**config.mk**
```make
export PLATFORM = sky130hd
export DESIGN_NAME = execute_stage
export DESIGN_NICKNAME = d
export VERILOG_FILES = /design/src/rtl/execute_stage.sv
export SDC_FILE = /design/constraint.sdc
export NUM_CORES = 2
export LEC_CHECK = 0
export CAP_MARGIN = 20
export CELL_PAD_IN_SITES_DETAIL_PLACEMENT = 0
export CELL_PAD_IN_SITES_GLOBAL_PLACEMENT = 1
export CORE_MARGIN = 1.5
export CORE_UTILIZATION = 46
export DETAILED_ROUTE_END_ITERATION = 16
export PLACE_DENSITY = 0.92
export SLEW_MARGIN = 20
export SYNTH_ARGS = -nofsm -noshare
export SYNTH_HDL_FRONTEND = slang
export SYNTH_SLANG_ARGS = --single-unit
```
**constraint.sdc**
```tcl
create_clock -name clk_i -period 20.9 [get_ports clk_i]
set_input_delay 2.09 -clock clk_i [delete_from_list [all_inputs] [get_ports clk_i]]
set_output_delay 2.09 -clock clk_i [all_outputs]
set_load 0.02 [all_outputs]
```
**src/rtl/execute_stage.sv**
```systemverilog
// Execute stage of the RV32IM pipeline: single-cycle ALU plus an iterative
// shift-add multiplier / restoring divider that stalls decode while it runs.
module execute_stage #(
  parameter int CONTROL_BIT = 8,
  parameter int MD_ITER     = 32
) (
  input  logic                   clk_i,
  input  logic                   rst_i,
  input  logic [31:0]            dec_instr_i,
  input  logic [CONTROL_BIT-1:0] dec_control_i,
  input  logic [4:0]             dec_aluOp_i,
  input  logic                   dec_aSel_i,
  input  logic                   dec_bSel_i,
  input  logic [31:0]            dec_rs1_i,
  input  logic [31:0]            dec_rs2_i,
  input  logic [31:0]            dec_imm_i,
  input  logic [31:0]            dec_pc_i,
  input  logic [31:0]            dec_rd_addr_i,
  output logic                   dec_ready_o,
  output logic [31:0]            mem_instr_o,
  output logic [CONTROL_BIT-1:0] mem_control_o,
  output logic [31:0]            mem_aluResult_o,
  output logic [31:0]            mem_data_o,
  output logic [31:0]            mem_rd_addr_o,
  output logic [31:0]            mem_pcplus_o,
  input  logic                   mem_ready_i
);

  localparam logic [31:0]            I_NOP       = 32'h0000_0013;
  localparam logic [CONTROL_BIT-1:0] CONTROL_NOP = '0;
  localparam logic [4:0]             LAST_ITER   = 5'(MD_ITER - 1);

  typedef enum logic [1:0] {S_IDLE, S_BUSY, S_DONE} state_t;

  state_t                   state_q, state_d;
  logic [4:0]               cnt_q, cnt_d;
  logic [2:0]               op_q, op_d;
  logic [63:0]              acc_q, acc_d;
  logic [31:0]              opnd_q, opnd_d;
  logic                     neg_q, neg_d;
  logic                     rneg_q, rneg_d;
  logic [31:0]              instr_q, instr_d;
  logic [CONTROL_BIT-1:0]   ctrl_q, ctrl_d;
  logic [31:0]              res_q, res_d;
  logic [31:0]              data_q, data_d;
  logic [31:0]              rd_q, rd_d;
  logic [31:0]              pcp_q, pcp_d;

  logic [31:0] op_a, op_b, alu_res, mag_a, mag_b, md_res, quo, rem;
  logic [63:0] prod, mul_step, div_step;
  logic [32:0] mul_sum, div_r, div_diff;
  logic [2:0]  m_op;
  logic        is_m, signed_a, signed_b, sign_a, sign_b, div_zero, div_ovf;

  assign op_a = dec_aSel_i ? dec_pc_i  : dec_rs1_i;
  assign op_b = dec_bSel_i ? dec_imm_i : dec_rs2_i;
  assign is_m = (dec_aluOp_i[4:3] == 2'b10);
  assign m_op = dec_aluOp_i[2:0];

  always_comb begin
    case (dec_aluOp_i)
      5'd1:    alu_res = op_a - op_b;
      5'd2:    alu_res = op_a << op_b[4:0];
      5'd3:    alu_res = {31'b0, $signed(op_a) < $signed(op_b)};
      5'd4:    alu_res = {31'b0, op_a < op_b};
      5'd5:    alu_res = op_a ^ op_b;
      5'd6:    alu_res = op_a >> op_b[4:0];
      5'd7:    alu_res = $signed(op_a) >>> op_b[4:0];
      5'd8:    alu_res = op_a | op_b;
      5'd9:    alu_res = op_a & op_b;
      5'd10:   alu_res = op_b;
      default: alu_res = op_a + op_b;
    endcase
  end

  // Divides are signed when op[0]==0; multiplies take A signed except MULHU, B signed only for MUL/MULH.
  assign signed_a = m_op[2] ? ~m_op[0] : (m_op != 3'd3);
  assign signed_b = m_op[2] ? ~m_op[0] : ~m_op[1];
  assign sign_a   = signed_a & op_a[31];
  assign sign_b   = signed_b & op_b[31];
  assign mag_a    = sign_a ? -op_a : op_a;
  assign mag_b    = sign_b ? -op_b : op_b;
  assign div_zero = m_op[2] && (op_b == 32'd0);
  assign div_ovf  = m_op[2] && !m_op[0] && (op_a == 32'h8000_0000) && (op_b == 32'hFFFF_FFFF);

  assign mul_sum  = {1'b0, acc_q[63:32]} + {1'b0, opnd_q};
  assign mul_step = acc_q[0] ? {mul_sum, acc_q[31:1]} : {1'b0, acc_q[63:1]};
  assign div_r    = acc_q[63:31];
  assign div_diff = div_r - {1'b0, opnd_q};
  assign div_step = div_diff[32] ? {div_r[31:0], acc_q[30:0], 1'b0}
                                 : {div_diff[31:0], acc_q[30:0], 1'b1};

  assign prod = neg_q  ? -acc_q         : acc_q;
  assign quo  = neg_q  ? -acc_q[31:0]   : acc_q[31:0];
  assign rem  = rneg_q ? -acc_q[63:32]  : acc_q[63:32];

  always_comb begin
    case (op_q)
      3'd0:       md_res = prod[31:0];
      3'd1, 3'd2,
      3'd3:       md_res = prod[63:32];
      3'd4, 3'd5: md_res = quo;
      default:    md_res = rem;
    endcase
  end

  assign dec_ready_o = mem_ready_i && ((state_q == S_DONE) || ((state_q == S_IDLE) && !is_m));

  always_comb begin
    // NOTE: every signal gets a hold default first so no path through the case infers a latch.
    state_d = state_q;
    cnt_d   = cnt_q;
    op_d    = op_q;
    acc_d   = acc_q;
    opnd_d  = opnd_q;
    neg_d   = neg_q;
    rneg_d  = rneg_q;
    instr_d = instr_q;
    ctrl_d  = ctrl_q;
    res_d   = res_q;
    data_d  = data_q;
    rd_d    = rd_q;
    pcp_d   = pcp_q;

    case (state_q)
      S_IDLE: begin
        if (is_m) begin
          op_d  = m_op;
          cnt_d = 5'd0;
          if (div_zero) begin
            acc_d   = {op_a, 32'hFFFF_FFFF};
            neg_d   = 1'b0;
            rneg_d  = 1'b0;
            state_d = S_DONE;
          end else if (div_ovf) begin
            acc_d   = {32'd0, 32'h8000_0000};
            neg_d   = 1'b0;
            rneg_d  = 1'b0;
            state_d = S_DONE;
          end else begin
            acc_d   = {32'd0, m_op[2] ? mag_a : mag_b};
            opnd_d  = m_op[2] ? mag_b : mag_a;
            neg_d   = sign_a ^ sign_b;
            rneg_d  = sign_a;
            state_d = S_BUSY;
          end
        end
      end
      S_BUSY: begin
        acc_d = op_q[2] ? div_step : mul_step;
        cnt_d = cnt_q + 5'd1;
        if (cnt_q == LAST_ITER) state_d = S_DONE;
      end
      S_DONE: begin
        if (mem_ready_i) state_d = S_IDLE;
      end
      default: state_d = S_IDLE;
    endcase

    if (mem_ready_i) begin
      if (state_q == S_BUSY || (state_q == S_IDLE && is_m)) begin
        instr_d = I_NOP;
        ctrl_d  = CONTROL_NOP;
        res_d   = 32'd0;
        data_d  = 32'd0;
        rd_d    = 32'd0;
        pcp_d   = 32'd0;
      end else begin
        instr_d = dec_instr_i;
        ctrl_d  = dec_control_i;
        res_d   = (state_q == S_DONE) ? md_res : alu_res;
        data_d  = dec_rs2_i;
        rd_d    = dec_rd_addr_i;
        pcp_d   = dec_pc_i + 32'd4;
      end
    end
  end

  // NOTE: state is updated only with non-blocking assignments so every flop samples pre-edge values.
  always_ff @(posedge clk_i or posedge rst_i) begin
    if (rst_i) begin
      state_q <= S_IDLE;
      cnt_q   <= 5'd0;
      op_q    <= 3'd0;
      acc_q   <= 64'd0;
      opnd_q  <= 32'd0;
      neg_q   <= 1'b0;
      rneg_q  <= 1'b0;
      instr_q <= I_NOP;
      ctrl_q  <= CONTROL_NOP;
      res_q   <= 32'd0;
      data_q  <= 32'd0;
      rd_q    <= 32'd0;
      pcp_q   <= 32'd0;
    end else begin
      state_q <= state_d;
      cnt_q   <= cnt_d;
      op_q    <= op_d;
      acc_q   <= acc_d;
      opnd_q  <= opnd_d;
      neg_q   <= neg_d;
      rneg_q  <= rneg_d;
      instr_q <= instr_d;
      ctrl_q  <= ctrl_d;
      res_q   <= res_d;
      data_q  <= data_d;
      rd_q    <= rd_d;
      pcp_q   <= pcp_d;
    end
  end

  assign mem_instr_o     = instr_q;
  assign mem_control_o   = ctrl_q;
  assign mem_aluResult_o = res_q;
  assign mem_data_o      = data_q;
  assign mem_rd_addr_o   = rd_q;
  assign mem_pcplus_o    = pcp_q;

endmodule

```
Word level (Yosys, flattened, before mapping)
Cells that the tools add are included.
{"block": "classes", "reduce_logical": 21, "mux": 39, "order_cmp": 2, "bitwise_logic": 10, "n_eq_ne": 25, "add_sub_neg": 11, "shifts": 3}
{"cell": "2-to-1 mux 32 bit", "n": 15}
{"cell": "2-to-1 mux 64 bit", "n": 6}
{"cell": "one-hot mux 32 bit (10 select lines)", "n": 1}
{"cell": "negator 32 bit", "n": 4}
{"cell": "one-hot mux 64 bit (2 select lines)", "n": 1}
{"cell": "one-hot mux 32 bit (3 select lines)", "n": 1}
{"cell": "equality test 32 bit (second input constant)", "n": 2}
{"cell": "less-than comparator 32 bit", "n": 2}
{"cell": "negator 64 bit", "n": 1}
{"cell": "adder 32 x 32 -> 33 bit", "n": 1}
{"cell": "subtractor 33 x 32 -> 33 bit", "n": 1}
{"cell": "adder 32 x 3 -> 32 bit (second input constant)", "n": 1}
{"cell": "adder 32 bit", "n": 1}
{"cell": "bitwise AND 32 bit", "n": 1}
{"cell": "logical NOT 32 bit", "n": 1}
{"cell": "bitwise OR 32 bit", "n": 1}
{"cell": "left shift 32 x 5 -> 32 bit", "n": 1}
{"cell": "right shift 32 x 5 -> 32 bit", "n": 1}
{"cell": ">>> shifter 32 x 5 -> 32 bit", "n": 1}
{"cell": "subtractor 32 bit", "n": 1}
{"cell": "bitwise XOR 32 bit", "n": 1}
{"cell": "equality test 5 x 3 -> 1 bit (second input constant)", "n": 4}
{"cell": "equality test 5 x 4 -> 1 bit (second input constant)", "n": 3}
{"cell": "equality test 5 x 2 -> 1 bit (second input constant)", "n": 2}
{"cell": "30 further kinds", "n": 57}
{"block": "totals", "wordCells": 124, "ff_bits": 276, "output_inout_bits": 169, "inputBits": 210}

Longest topological paths before layout
{"block": "logic_depth", "depth_word": 9, "depth_mapped": 18, "depth_no_buf": 14}

Worst setup path before layout
No wires, ideal clock.
{"block": "synth_path", "path_type": "input -> register", "from": "input port dec_bSel_i", "to": "register res_q[26] (netlist: mem_aluResult_o[26])", "setup_ns": 0.126, "n_path_buf": 6, "arrival_ns": 6.278, "required_time_ns": 20.774, "cell_stages": 17, "slack_ns": 14.496, "path_cell_list": "buf_6 > buf_4 > mux2i_2 > clkbuf_1 > clkbuf_1 > buf_2 > ha_1 > clkbuf_1 > a21o_1 > a221oi_1 > or3_1 > a31oi_1 > a31o_2 > a211oi_1 > or3_1 > nand3_1 > a221o_1"}
{"block": "synth_between", "elab_chain_len": 5, "elab_cells_between_ends": 12, "classes_between": "add/sub: 2; shift: 3; mux: 4; bitwise: 3"}
{"element": "start: declaration", "line": "13", "source": "input logic dec_bSel_i,"}
{"element": "2-to-1 mux 32 bit *", "line": "56", "source": "assign op_b = dec_bSel_i ? dec_imm_i : dec_rs2_i;"}
{"element": "adder 32 bit (tied with other cells)", "line": "72", "source": "default: alu_res = op_a + op_b;"}
{"element": "one-hot mux 32 bit (10 select lines) *", "line": "61", "source": "case (dec_aluOp_i)"}
{"element": "2-to-1 mux 32 bit *", "line": "171", "source": "res_d = (state_q == S_DONE) ? md_res : alu_res;"}
{"element": "2-to-1 mux 32 bit *", "line": "161", "source": "if (state_q == S_BUSY || (state_q == S_IDLE && is_m)) begin"}
{"element": "end signal: assignment", "line": "205", "source": "res_q <= res_d;"}
{"element": "end: declaration", "line": "44", "source": "logic [31:0] res_q, res_d;"}
Mark *: on every way between the ends. The rest lies on a longest branch, timed or not.
A chain may end at the register's enable or synchronous reset.

Worst setup path after layout
Same ends and word-level chain as after synthesis.

==> results.tsv <==
stage	metric	value	unit
min_path	hold_depth	1	
setup_path	arrival	7300	ps
power	p_total	4.524	mW
setup_path	cp.required	21400	ps
place	gp_congestion	1.079	
global_routing	gr-total-overflow	0	
setup_path	critical_path_peak_fanout	54	
drt	ant_nets	0	
drt	avgRoutedWirePerCell	30.81	µm
synth	synth.area.top_cells	dfrtp_1 (23%), mux2i_1 (7.6%), ha_1 (7.0%)	
cells_and_area	area_growth	19.65	%
floorplanning	dieArea	66930	µm²
place	io_buffers	378	
global_routing	grt_use_total	44.07	%
drt	drt_iter0_markers	4437	
synth	yosysTopAreaCell	dfrtp_1	
cts	cts_root_buffer	clkbuf_16	
synth	synthFlopType	dfrtp_1	
timing	tns	0	ps
setup_path	timing.critical_path.from_type	input pin	
cts	htree_levels	2	
synth	syn_nets	4210	
min_path	hp-class	reg -> reg	
power	p_leak	14.79	nW
synth	avgSynthCellArea	7.860	µm²
global_routing	grt_antenna_before_repair	11	
cts	cts_tree	yes	
global_routing	first_global_vias	31689	
synth	netlist.area_leader.share	22.71	%
setup_path	critPathKind	in -> reg	
global_routing	grt_max_degree	112	
cells_and_area	final_layout_size_suffix_gt1_share	7.331	%
synth	yosys-top-cells-count	nand2_1 (390), a21oi_1 (282), dfrtp_1 (273)	
drt	wl	152.5	mm
cts	cts.path.max_buffers	3	
drt	drc	0	
synth	synth_cell_type_count	97	
timing	finalHoldViolCount	0	
job	drv_cap	0	
floorplanning	io_pins	379	
drt	via_per_inst	6.789	
timing	slew_headroom	17.49	%
floorplanning	start_util	46.58	%
synth	synth.most_common_cell	nand2_1	
cts	post_cts_buffers	0	
timing	fmax	147.1	MHz
synth	netlist_area	30080	µm²
timing	slew_violations	0	
cells_and_area	nNetsFinal	4447	
cts	ctsHoldBuffers	0	
synth	async_reset_ff_share	100.0	%
floorplanning	num_rows	93	
drt	vias	33614	
synth	synth_edf_count	0	
drt	drtPass1Iterations	6	
setup_path	ff2ff_path_depth	11	
floorplanning	dieWidth	258.7	µm
timing	finalCritPeriodShare	32.53	%
cts	cts-resized-gates	0	
cts	cts_sinks	276	
timing	min_period	6798	ps
run_status	status	finished clean	
place	dpl.hpwl	115.8	mm
power	irDropWorstVdd	65.21	µV
setup_path	end_kind	flop	
timing	worst_pin_slew	1227	ps
floorplanning	die_h	258.7	µm
timing	rsz0062_at_grt	false	
cts	cts_made_buffers	37	
synth	synth_cells	3827	
timing	skew	27.10	ps
cts	insertion_delay	610	ps
global_routing	grt_pass1_wl	219.1	mm
synth	synth_seq_cells	276	
timing	setup_viol	0	
cts	clk_pin_slew_worst_paths	70	ps
power	powerDensity	125.7	nW/µm²
synth	yosys_warnings	0	
synth	yosysSeqAreaShare	22.97	%
floorplanning	core	64580	µm²
critical path, stage by stage:
cell      delay, ps
buf_2            70
buf_4           580
mux2i_4         670
buf_4           640
ha_1            470
a21o_1          240
a221oi_1        610
or3_1           310
a31oi_1         160
a31o_2          340
a211oi_1        400
or3_1           180
nand3_1          70
a221o_1         330
final timing paths:
check	slack, ps	to	startpoint
worst max-delay path	14100	mem_aluResult_o[26]	dec_bSel_i
worst min-delay path	480	mem_data_o[5]	mem_data_o[5]
worst max register to register	15940	mem_aluResult_o[4]	acc_q[0]
worst min register to register	480	mem_data_o[5]	mem_data_o[5]
max in group asynchronous	17380	mem_pcplus_o[27]	rst_i
min in group asynchronous	2060	acc_q[60]	rst_i
logic make-up after synthesis:
kind of cell	count (synthesis)	share of synthesized area [%]
xor+xnor	257	7.483
simple gates	1095	17.05
fa+ha+maj	173	7.296
flops	276	22.97
mux	278	9.696
buf+inv	448	5.986
compound gates	1300	29.51
through the flow:
stage	util, %	cell area (µm²)	setup WS, ps	hold slack, ps	std cells
2_1_floorplan	-	30080	11210	449.0	3827
3_5_place_dp	53.68	34670	13610	472.2	4880
4_1_cts	55.71	35980	14250	485.9	4947
5_1_grt	55.72	35980	13840	495.2	4948
6_report	55.73	35990	14100	484.9	4951
3_3_place_gp	53.68	34670	13630	468.3	4880
cells in the final DEF, fill, tap and decap left out, drive strengths merged, types with 92 or more instances in the layout:
cell             n
inv            154
xnor2          174
a21oi          282
nor3            92
o21ai          273
o2bb2ai        111
nor2           274
ha             169
buf            114
nand2          394
dfrtp          273
clkdlybuf4s50  374
mux2i          232
layout make-up:
cell class	instances	area, µm²
antenna	4	10.01
clock buffer	49	1051
clock inverter	18	259.0
fill	6183	28590
inverter	158	605.6
multi-input combinational	3103	21490
sequential	276	6913
tap	855	1070
timing repair buffer	488	4594
flip-flops by register name, indices dropped and copies added, names as in the netlist:
signal and flops:
mem_control_o 8, rneg_q 1, cnt_q 5, op_q 3, mem_aluResult_o 32, mem_data_o 32
acc_q 64, state_q 2, opnd_q 32, mem_instr_o 32, mem_pcplus_o 32, mem_rd_addr_o 32
neg_q 1
routing by layer:
layer  share of wire (%)  track usage, %
met5               0.043               0
met3                  11           11.14
met2                  42           65.83
met4                 7.2           27.36
met1                  39           56.87
report_power, final:
part           switching, mW  total [mW]  internal, mW
clock network          0.300       0.698         0.398
logic                   1.73        2.86          1.13
registers              0.261       0.965         0.704
total                   2.29        4.52          2.23
Power figures use the tool's default switching activity.
